==> src/rtl/bus_arbiter_pkg.sv <==
// Shared bus-arbiter definitions: FSM state type, index-width helper and the
// datapath-wide bus defaults.
package bus_arbiter_pkg;

  localparam int unsigned BUS_WIDTH = 32;
  localparam int unsigned BUS_NSRC  = 24;

  typedef enum logic [0:0] {
    IDLE  = 1'b0,
    OWNED = 1'b1
  } bus_state_e;

  // Never narrower than one bit, so a MAX_HOLD of 1 still gets a counter.
  function automatic int unsigned idx_w(input int unsigned n);
    return (n > 1) ? $clog2(n) : 1;
  endfunction

endpackage

==> src/rtl/bus_arbiter_if.sv <==
// Request/grant bus between the datapath sources and the arbiter.
// The master side is the sources and consumers; the slave side is the arbiter.
interface bus_arbiter_if import bus_arbiter_pkg::*; #(
  parameter int unsigned WIDTH = BUS_WIDTH,
  parameter int unsigned NSRC  = BUS_NSRC
) ();

  localparam int unsigned IW = idx_w(NSRC);

  logic [NSRC-1:0]       src_req;
  logic [NSRC*WIDTH-1:0] src_data;
  logic [NSRC-1:0]       grant;
  logic [IW-1:0]         owner;
  logic [WIDTH-1:0]      bus_out;
  logic                  bus_valid;

  modport master (
    output src_req, src_data,
    input  grant, owner, bus_out, bus_valid
  );

  modport slave (
    input  src_req, src_data,
    output grant, owner, bus_out, bus_valid
  );

endinterface

==> src/rtl/bus_rr_picker.sv <==
// Combinational rotating-priority encoder: returns the first requester found
// searching last_i+1, last_i+2, ... modulo NSRC.
module bus_rr_picker import bus_arbiter_pkg::*; #(
  parameter int unsigned NSRC = BUS_NSRC,
  localparam int unsigned IW  = idx_w(NSRC)
) (
  input  logic [NSRC-1:0] req_i,
  input  logic [IW-1:0]   last_i,
  output logic            found_o,
  output logic [IW-1:0]   winner_o
);

  // One spare bit: last_i + k never exceeds 2*NSRC-1.
  logic [IW:0] pos;

  always_comb begin
    found_o  = 1'b0;
    winner_o = '0;
    pos      = '0;
    // Scan farthest-first so the nearest requester after last_i overwrites the rest.
    for (int unsigned k = NSRC; k > 0; k--) begin
      pos = {1'b0, last_i} + (IW + 1)'(k);
      if (pos >= (IW + 1)'(NSRC)) begin
        pos = pos - (IW + 1)'(NSRC);
      end
      if (req_i[pos[IW-1:0]]) begin
        found_o  = 1'b1;
        winner_o = pos[IW-1:0];
      end
    end
  end

endmodule

==> src/rtl/bus_arbiter.sv <==
// Registered round-robin bus arbiter with bounded hold time: one owner at a
// time drives its data onto bus_out, lagging the source by one cycle.
module bus_arbiter import bus_arbiter_pkg::*; #(
  parameter int unsigned WIDTH    = BUS_WIDTH,
  parameter int unsigned NSRC     = BUS_NSRC,
  parameter int unsigned MAX_HOLD = 4
) (
  input logic          clock,
  input logic          clear_n,
  bus_arbiter_if.slave arb_bus
);

  localparam int unsigned IW = idx_w(NSRC);
  localparam int unsigned HW = idx_w(MAX_HOLD);

  localparam logic [0:0]    StIdle  = IDLE;
  localparam logic [0:0]    StOwned = OWNED;
  localparam logic [HW-1:0] HoldMax = HW'(MAX_HOLD - 1);
  localparam logic [IW-1:0] LastRst = IW'(NSRC - 1);

  logic [0:0]       state_q, state_d;
  logic [HW-1:0]    hold_cnt_q, hold_cnt_d;
  logic [IW-1:0]    last_q, last_d;
  logic [IW-1:0]    owner_q, owner_d;
  logic [NSRC-1:0]  grant_q, grant_d;
  logic [WIDTH-1:0] bus_q, bus_d;
  logic             valid_q, valid_d;

  logic [WIDTH-1:0] src_word [NSRC];
  logic             found;
  logic [IW-1:0]    winner;
  logic             owner_req;
  logic             others_req;
  logic             take_new;

  for (genvar i = 0; i < NSRC; i++) begin : g_unpack
    assign src_word[i] = arb_bus.src_data[i*WIDTH +: WIDTH];
  end

  // While owned, last_q equals the owner, so the owner is searched last.
  bus_rr_picker #(
    .NSRC(NSRC)
  ) u_picker (
    .req_i   (arb_bus.src_req),
    .last_i  (last_q),
    .found_o (found),
    .winner_o(winner)
  );

  always_comb begin
    owner_req  = arb_bus.src_req[owner_q];
    others_req = |(arb_bus.src_req & ~grant_q);
    take_new   = 1'b0;
    state_d    = state_q;
    hold_cnt_d = hold_cnt_q;
    last_d     = last_q;
    owner_d    = owner_q;
    grant_d    = grant_q;
    bus_d      = bus_q;
    valid_d    = valid_q;

    case (state_q)
      StIdle: take_new = found;
      StOwned: begin
        if (owner_req && !(hold_cnt_q == HoldMax && others_req)) begin
          bus_d = src_word[owner_q];
          if (hold_cnt_q != HoldMax) begin
            hold_cnt_d = hold_cnt_q + HW'(1);
          end
        end else if (found) begin
          take_new = 1'b1;
        end else begin
          state_d = StIdle;
          grant_d = '0;
          valid_d = 1'b0;
        end
      end
      default: state_d = StIdle;
    endcase

    if (take_new) begin
      state_d    = StOwned;
      owner_d    = winner;
      last_d     = winner;
      grant_d    = NSRC'(1) << winner;
      bus_d      = src_word[winner];
      valid_d    = 1'b1;
      hold_cnt_d = '0;
    end
  end

  always_ff @(posedge clock) begin
    if (!clear_n) begin
      state_q    <= StIdle;
      hold_cnt_q <= '0;
      last_q     <= LastRst;
      owner_q    <= '0;
      grant_q    <= '0;
      bus_q      <= '0;
      valid_q    <= 1'b0;
    end else begin
      state_q    <= state_d;
      hold_cnt_q <= hold_cnt_d;
      last_q     <= last_d;
      owner_q    <= owner_d;
      grant_q    <= grant_d;
      bus_q      <= bus_d;
      valid_q    <= valid_d;
    end
  end

  assign arb_bus.grant     = grant_q;
  assign arb_bus.owner     = owner_q;
  assign arb_bus.bus_out   = bus_q;
  assign arb_bus.bus_valid = valid_q;

endmodule

==> src/flat_wrapper.sv <==
// flat-port wrapper written by rule: the top's interface ports become plain ports
module bus_arbiter_flat import bus_arbiter_pkg::*;
#(
  parameter int unsigned WIDTH    = BUS_WIDTH,
  parameter int unsigned NSRC     = BUS_NSRC,
  parameter int unsigned MAX_HOLD = 4
)
  (clock, clear_n, arb_bus_src_req, arb_bus_src_data, arb_bus_grant, arb_bus_owner, arb_bus_bus_out, arb_bus_bus_valid);
  bus_arbiter_if #(.WIDTH(WIDTH), .NSRC(NSRC)) arb_bus_i ();
  input logic clock;
  input logic clear_n;
  input wire logic [$bits(arb_bus_i.src_req)-1:0] arb_bus_src_req;
  input wire logic [$bits(arb_bus_i.src_data)-1:0] arb_bus_src_data;
  output wire logic [$bits(arb_bus_i.grant)-1:0] arb_bus_grant;
  output wire logic [$bits(arb_bus_i.owner)-1:0] arb_bus_owner;
  output wire logic [$bits(arb_bus_i.bus_out)-1:0] arb_bus_bus_out;
  output wire logic [$bits(arb_bus_i.bus_valid)-1:0] arb_bus_bus_valid;
  assign arb_bus_i.src_req = arb_bus_src_req;
  assign arb_bus_i.src_data = arb_bus_src_data;
  assign arb_bus_grant = arb_bus_i.grant;
  assign arb_bus_owner = arb_bus_i.owner;
  assign arb_bus_bus_out = arb_bus_i.bus_out;
  assign arb_bus_bus_valid = arb_bus_i.bus_valid;
  bus_arbiter #(.WIDTH(WIDTH), .NSRC(NSRC), .MAX_HOLD(MAX_HOLD)) u_core (.clock(clock), .clear_n(clear_n), .arb_bus(arb_bus_i));
endmodule
==> config.mk <==
export PLATFORM = sky130hd
export DESIGN_NAME = bus_arbiter_flat
export DESIGN_NICKNAME = d
export VERILOG_FILES = /design/src/rtl/bus_arbiter_pkg.sv /design/src/rtl/bus_arbiter_if.sv /design/src/rtl/bus_rr_picker.sv /design/src/rtl/bus_arbiter.sv /design/src/flat_wrapper.sv
export SDC_FILE = /design/constraint.sdc
export NUM_CORES = 1
export LEC_CHECK = 0
export CORE_AREA = 3 3 336 338
export CTS_CLUSTER_SIZE = 30
export DETAILED_ROUTE_END_ITERATION = 12
export DIE_AREA = 0 0 339 341
export MAX_ROUTING_LAYER = met4
export PLACE_DENSITY = 0.43
export SYNTH_ARGS = -nofsm -noshare
export SYNTH_HDL_FRONTEND = slang
export SYNTH_SLANG_ARGS = --single-unit
==> constraint.sdc <==
create_clock -name clock -period 11 [get_ports clock]
set_input_delay 2.2 -clock clock [delete_from_list [all_inputs] [get_ports clock]]
set_output_delay 2.2 -clock clock [all_outputs]
set_load 0.03 [all_outputs]
==> results of run 1 <==
-- worst max-delay path, cell delays in order --
cell and delay (ns):
clkdlybuf4s50_1 0.60, mux4_2 0.56, mux2i_1 0.51, mux2i_1 0.23, mux2i_1 0.81, nand2_1 0.18, or4_1 0.53, nand4_1 0.12
o2111ai_1 0.22, a311oi_4 0.87, inv_1 0.38, nand2_1 0.70, o22ai_1 0.22, o31ai_1 0.65, a31oi_1 0.17
-- how the worst max path moves through the flow --
stage / from / to / slack [ns] / cells after the start
detailed placement: arb_bus_src_req[10] / u_core.arb_bus.bus_out[14] / 2.02 / 15
global placement: arb_bus_src_req[20] / u_core.arb_bus.bus_out[26] / 1.76 / 15
global route: arb_bus_src_req[8] / u_core.arb_bus.bus_out[14] / 2.15 / 15
CTS: arb_bus_src_req[10] / u_core.arb_bus.bus_out[14] / 2.42 / 15
finish: arb_bus_src_req[6] / u_core.arb_bus.bus_out[14] / 2.25 / 15
floorplan: u_core.arb_bus.owner[3] / u_core.arb_bus.bus_out[18] / 3.94 / 27
-- area by class of cell --
cell class	count	area [µm²]
Inverter	63	239
Clock buffer	10	250
Fill cell	11900	78100
Antenna cell	82	205
Timing Repair Buffer	950	9380
Multi-Input combinational cell	2189	18900
Sequential cell	69	1400
Clock inverter	6	51.3
Tap cell	1488	1860
-- sequential cells by signal, indices dropped and copies added, names as in the netlist --
name / flops
u_core.arb_bus.bus_out: 32
u_core.arb_bus.bus_valid: 1
u_core.arb_bus.grant: 24
u_core.arb_bus.owner: 5
u_core.hold_cnt_q: 2
u_core.last_q: 4
u_core.state_q: 1
-- metal layers --
metal / global-route usage [%] / wire (µm) / part of all wire [%] / vias to the layer above
met2: 50.1 / 87000 / 47 / 1577
met1: 38.9 / 76200 / 41 / 14300
met3: 7.55 / 15900 / 8.6 / 221
li1: - / - / - / 11800
met5: - / 0 / 0 / -
met4: 11.5 / 6900 / 3.7 / 0
-- logic make-up after synthesis --
logic type	Yosys count	share of synthesized area, %
flops	69	6.41
compound gates	751	24.6
fa+ha+maj	24	1.39
buf+inv	322	6.65
xor+xnor	29	1.32
simple gates	841	18.2
mux	544	41.4
-- through the flow --
stage / util (%) / instances
after floorplan: - / 2580
after global placement: 28.8 / 4758
after detailed placement: 28.8 / 4759
after CTS: 29.0 / 4775
after global routing: 29.2 / 4844
final: 29.2 / 4857
-- placed cells by master (no fill, tap or decap), drive strengths merged, types with 73 or more instances in the layout --
master / instances
o21ai: 167
mux2: 73
mux4: 270
clkdlybuf4s50: 854
diode: 82
nand3: 78
a21oi: 85
nor2: 127
buf: 95
mux2i: 201
nand2: 376
==> metrics.txt, run 1 <==
outcome finished, final reports clean; CTS tree yes; count leader, synth nand2_1; top cells by area, synth mux4_2 (28%), mux2i_1 (9.3%), nand2_1 (6.5%); crit path kind in -> reg; vias in the first global route 27,700; via count 28,000; final net count 4,100; synthesized area per cell 8.36 µm²; fin. max-slew vios 0; Clk pin slew, worst setup/hold paths 0.07 ns; DP Worst Slack 2.02 ns; Hold Vio Cnt, Final 0; Hold Path Sink u_core.arb_bus.bus_valid; core area 110,000 µm²; WL final 186 mm; Data required, critical path 11.24 ns; min Tclk post-route 8.75 ns; worst reg2reg path depth 17; flop2flop setup slack 2.66 ns; top post-synthesis cells by count nand2_1 (375), mux4_2 (270), mux2i_1 (200); Finished Cell Area 32,200 µm²; maximum clock frequency 114 MHz; root buffer cell clkbuf_16; CP endpoint kind register; CTS H-tree lvls 3; io pins 856; num rows 122; area growth from synthesis to layout 49.6%; Clock Path Buffers 2; die footprint 116,000 µm²; Max-cap violations 0; critical hold path startpoint u_core.arb_bus.bus_valid; type of the most critical hold path reg -> reg; initial antenna violation count 109; IO buf count 855; first-pass GRT wire length 247 mm; Setup WS post-layout 2.25 ns; Cells after Synth 2,580; antenna-violating nets left 0; library cells used by synthesis 96; Yosys warning total 0; DRC violation count after routing 0; pin count of the biggest net entering global routing 83; RSZ-0062 raised after global routing no; Initial Util 19.5%; die height 341 µm; ys flop type dfxtp_1; post-synth top area share 28.2%; routability cong. 1.00; Slew Limit Headroom 25.6%; Seq/Total Area, Yosys 6.41%; worst skew pair latency 0.39 ns; DRT Pass-1 Iters 10; Final period util 79.5%; WL per Instance 38.3 µm; largest area contributor in the netlist mux4_2; FF-to-FF Start u_core.last_q[2]; Yosys reg bits 69; Post-DP Area 31,700 µm²; hold path cells 2; arrival time of the worst setup path 8.99 ns; die width 339 µm; clk_skew 0.0154 ns; Final setup violation count 0; CTS Hold Bufs 0; Post-Syn Nets 3,398; Post-CTS Setup Bufs 0; Hold WS 0.469 ns; R2R Path End u_core.arb_bus.bus_out[14]; setup TNS 0 ns; Via-to-Cell Ratio 5.76; detailed placement HPWL 152 mm; gr usage total 31.5%; PostCTS Resize Cnt 0; initial drt markers 3,095; mapped cell area 21,600 µm²; CTS sink cnt 69; ys async rst share 0%; EDFF count, synth 0; worst-margin pin slew 1.11 ns; CP Launch Type input pin; total grt overflow 0; crit-path max FO 11; CTS Buf Count 9; layout cell share with drive strength beyond 1 15.7%
Power of run 1 is not shown: default switching activity piles up to over one toggle a cycle in this logic, so the estimate is an artifact.
==> run 2: changes to the inputs <==
==> constraint.sdc (replaced) <==
create_clock -name clock -period 8.1 [get_ports clock]
set_input_delay 1.62 -clock clock [delete_from_list [all_inputs] [get_ports clock]]
set_output_delay 1.62 -clock clock [all_outputs]
set_load 0.03 [all_outputs]
==> run 2 against run 1 <==
Effect of this change:
- critical path depth up 6
- global-route usage up 0.57 points
- die area unchanged
- wire length up 1.7%
- cell area up 5.2%
- utilization up 1.5 points
- worst hold slack better by 0.0048 ns
- clock skew up 0.0019 ns
- first-iteration DRC count up 8.0%
- clock-buffer cell count down 1
==> metrics.txt, run 2 (synthesis results as in run 1) <==
outcome finished, final reports clean; Worst Path Buf+Inv 6 (+4); CTS H-tree lvls 3 (unchanged); WL final 189 mm (+1.7%); Final setup violation count 0 (unchanged); detailed placement HPWL 158 mm (+4.1%); Most Frequent Cell on Critical Path buf_4; worst skew pair latency 0.40 ns (about the same); Crit-path slowest cell ha_1; Clk pin slew, worst setup/hold paths 0.08 ns (about the same); num rows 122 (unchanged); worst-margin pin slew 1.18 ns (+0.0726 ns); initial drt markers 3,342 (+8.0%); PostCTS Resize Cnt 0 (unchanged); crit-path max FO 47 (+36); fin. max-slew vios 0 (unchanged); pin count of the biggest net entering global routing 99 (+19%); die height 341 µm (unchanged); final net count 4,272 (+4.2%); antenna-violating nets left 0 (unchanged); Post-CTS Setup Bufs 0 (unchanged); Hold Vio Cnt, Final 0 (unchanged); DP Worst Slack 0.337 ns (-1.68 ns); commonest cells after routing, fill and taps aside clkdlybuf4s50_1 (854), nand2_1 (372), mux4_2 (270), buf_4 (232), mux2i_1 (200); Via-to-Cell Ratio 5.74 (-0.34%); DRT Pass-1 Iters 6 (-4); Largest register FFs 32 (unchanged); total grt overflow 0 (unchanged); core area 110,000 µm² (unchanged); clk_skew 0.0173 ns (+0.00187 ns); Setup WS post-layout 0.491 ns (-1.76 ns); Final period util 93.9%; DRC violation count after routing 0 (unchanged); CTS tree yes; CP endpoint kind register; setup TNS 0 ns (unchanged); via count 29,000 (+3.7%); IO buf count 855 (unchanged); die width 339 µm (unchanged); RSZ-0062 raised after global routing no; Data required, critical path 8.36 ns (-2.88 ns); crit path kind reg -> reg; WL per Instance 37.4 µm (-2.3%); die footprint 116,000 µm² (unchanged); cell family with most CP delay compound AO/OA/AOI/OAI gates; min Tclk post-route 7.61 ns; Worst path max stage delay 0.95 ns (+0.08 ns); gr usage total 32.1% (+0.57 points); first-pass GRT wire length 251 mm (+1.4%); Slew Limit Headroom 21.1% (-4.6 points); arrival time of the worst setup path 7.87 ns (-1.12 ns); routability cong. 1.01 (+0.44%); Max-cap violations 0 (unchanged); vias in the first global route 28,200 (+1.9%); CTS Hold Bufs 0 (unchanged); Clock Path Buffers 2 (unchanged); crit path cell chain inv_1 > ha_1 > buf_4 > mux2_2 > mux4_2 > o21ai_0 > nand2_1 > a21oi_1 > a211oi_1 > a2111oi_0 > buf_4 > o2111a_1 > nand2b_4 > buf_4 > buf_12 > mux2i_1 > mux2_2 > o22ai_1 > o31ai_1 > buf_4 > a31oi_1; Post-DP Area 33,300 µm² (+5.1%); CTS sink cnt 69 (unchanged); maximum clock frequency 131 MHz; CP Launch Type register; initial antenna violation count 132 (+21%); commonest non-fill, non-tap cell in the layout clkdlybuf4s50_1; layout cell share with drive strength beyond 1 19.8% (+4.1 points); CTS Buf Count 9 (unchanged); io pins 856 (unchanged); type of the most critical hold path reg -> reg; Finished Cell Area 33,900 µm² (+5.2%); root buffer cell clkbuf_16; area growth from synthesis to layout 57.4%; Initial Util 19.5% (unchanged)
==> run 2: layer usage <==
| metal | GRT usage (%) | vias to the layer above | wire (µm) |
|---|---|---|---|
| met5 | - | - | 0 |
| met4 | 12.8 | 0 | 8350 |
| met3 | 8.16 | 261 | 16600 |
| met2 | 50.4 | 1789 | 87100 |
| met1 | 39.4 | 14700 | 77200 |
| li1 | - | 12200 | - |
==> run 2: worst paths after layout <==
| kind | slack [ns] | depth (start not counted) | startpoint | end |
|---|---|---|---|---|
| setup reg to reg | 0.49 | 21 | u_core.last_q[1] | u_core.arb_bus.bus_out[14] |
| hold reg to reg | 0.47 | 2 | u_core.arb_bus.bus_valid | u_core.arb_bus.bus_valid |
| setup / recovery | 0.49 | 21 | u_core.last_q[1] | u_core.arb_bus.bus_out[14] |
| hold / removal | 0.47 | 2 | u_core.arb_bus.bus_valid | u_core.arb_bus.bus_valid |
==> run 2: through the flow <==
step                      hold slack, ns  utilization, %  std cells
final                              0.473            30.7       5053
after global routing               0.539            30.7       5042
after global placement             0.458            30.2       4930
after floorplan                    0.465               -       2580
after CTS                          0.477            30.5       4946
after detailed placement           0.465            30.2       4930
==> run 2: final cells by class <==
class	count	area (µm²)
antenna	106	265
clock buffer	9	225
clock inverter	7	80.1
fill	11800	76400
inverter	63	239
multi-input combinational	2189	18900
sequential	69	1400
tap	1488	1860
timing repair buffer	1122	11000
==> run 2: worst min-delay path, cell delays in order (launching register included) <==
cell      delay (ns)
dfxtp_1         0.32
nand2_1         0.05
a21boi_0        0.06
Power of run 2 is left out for the same reason.
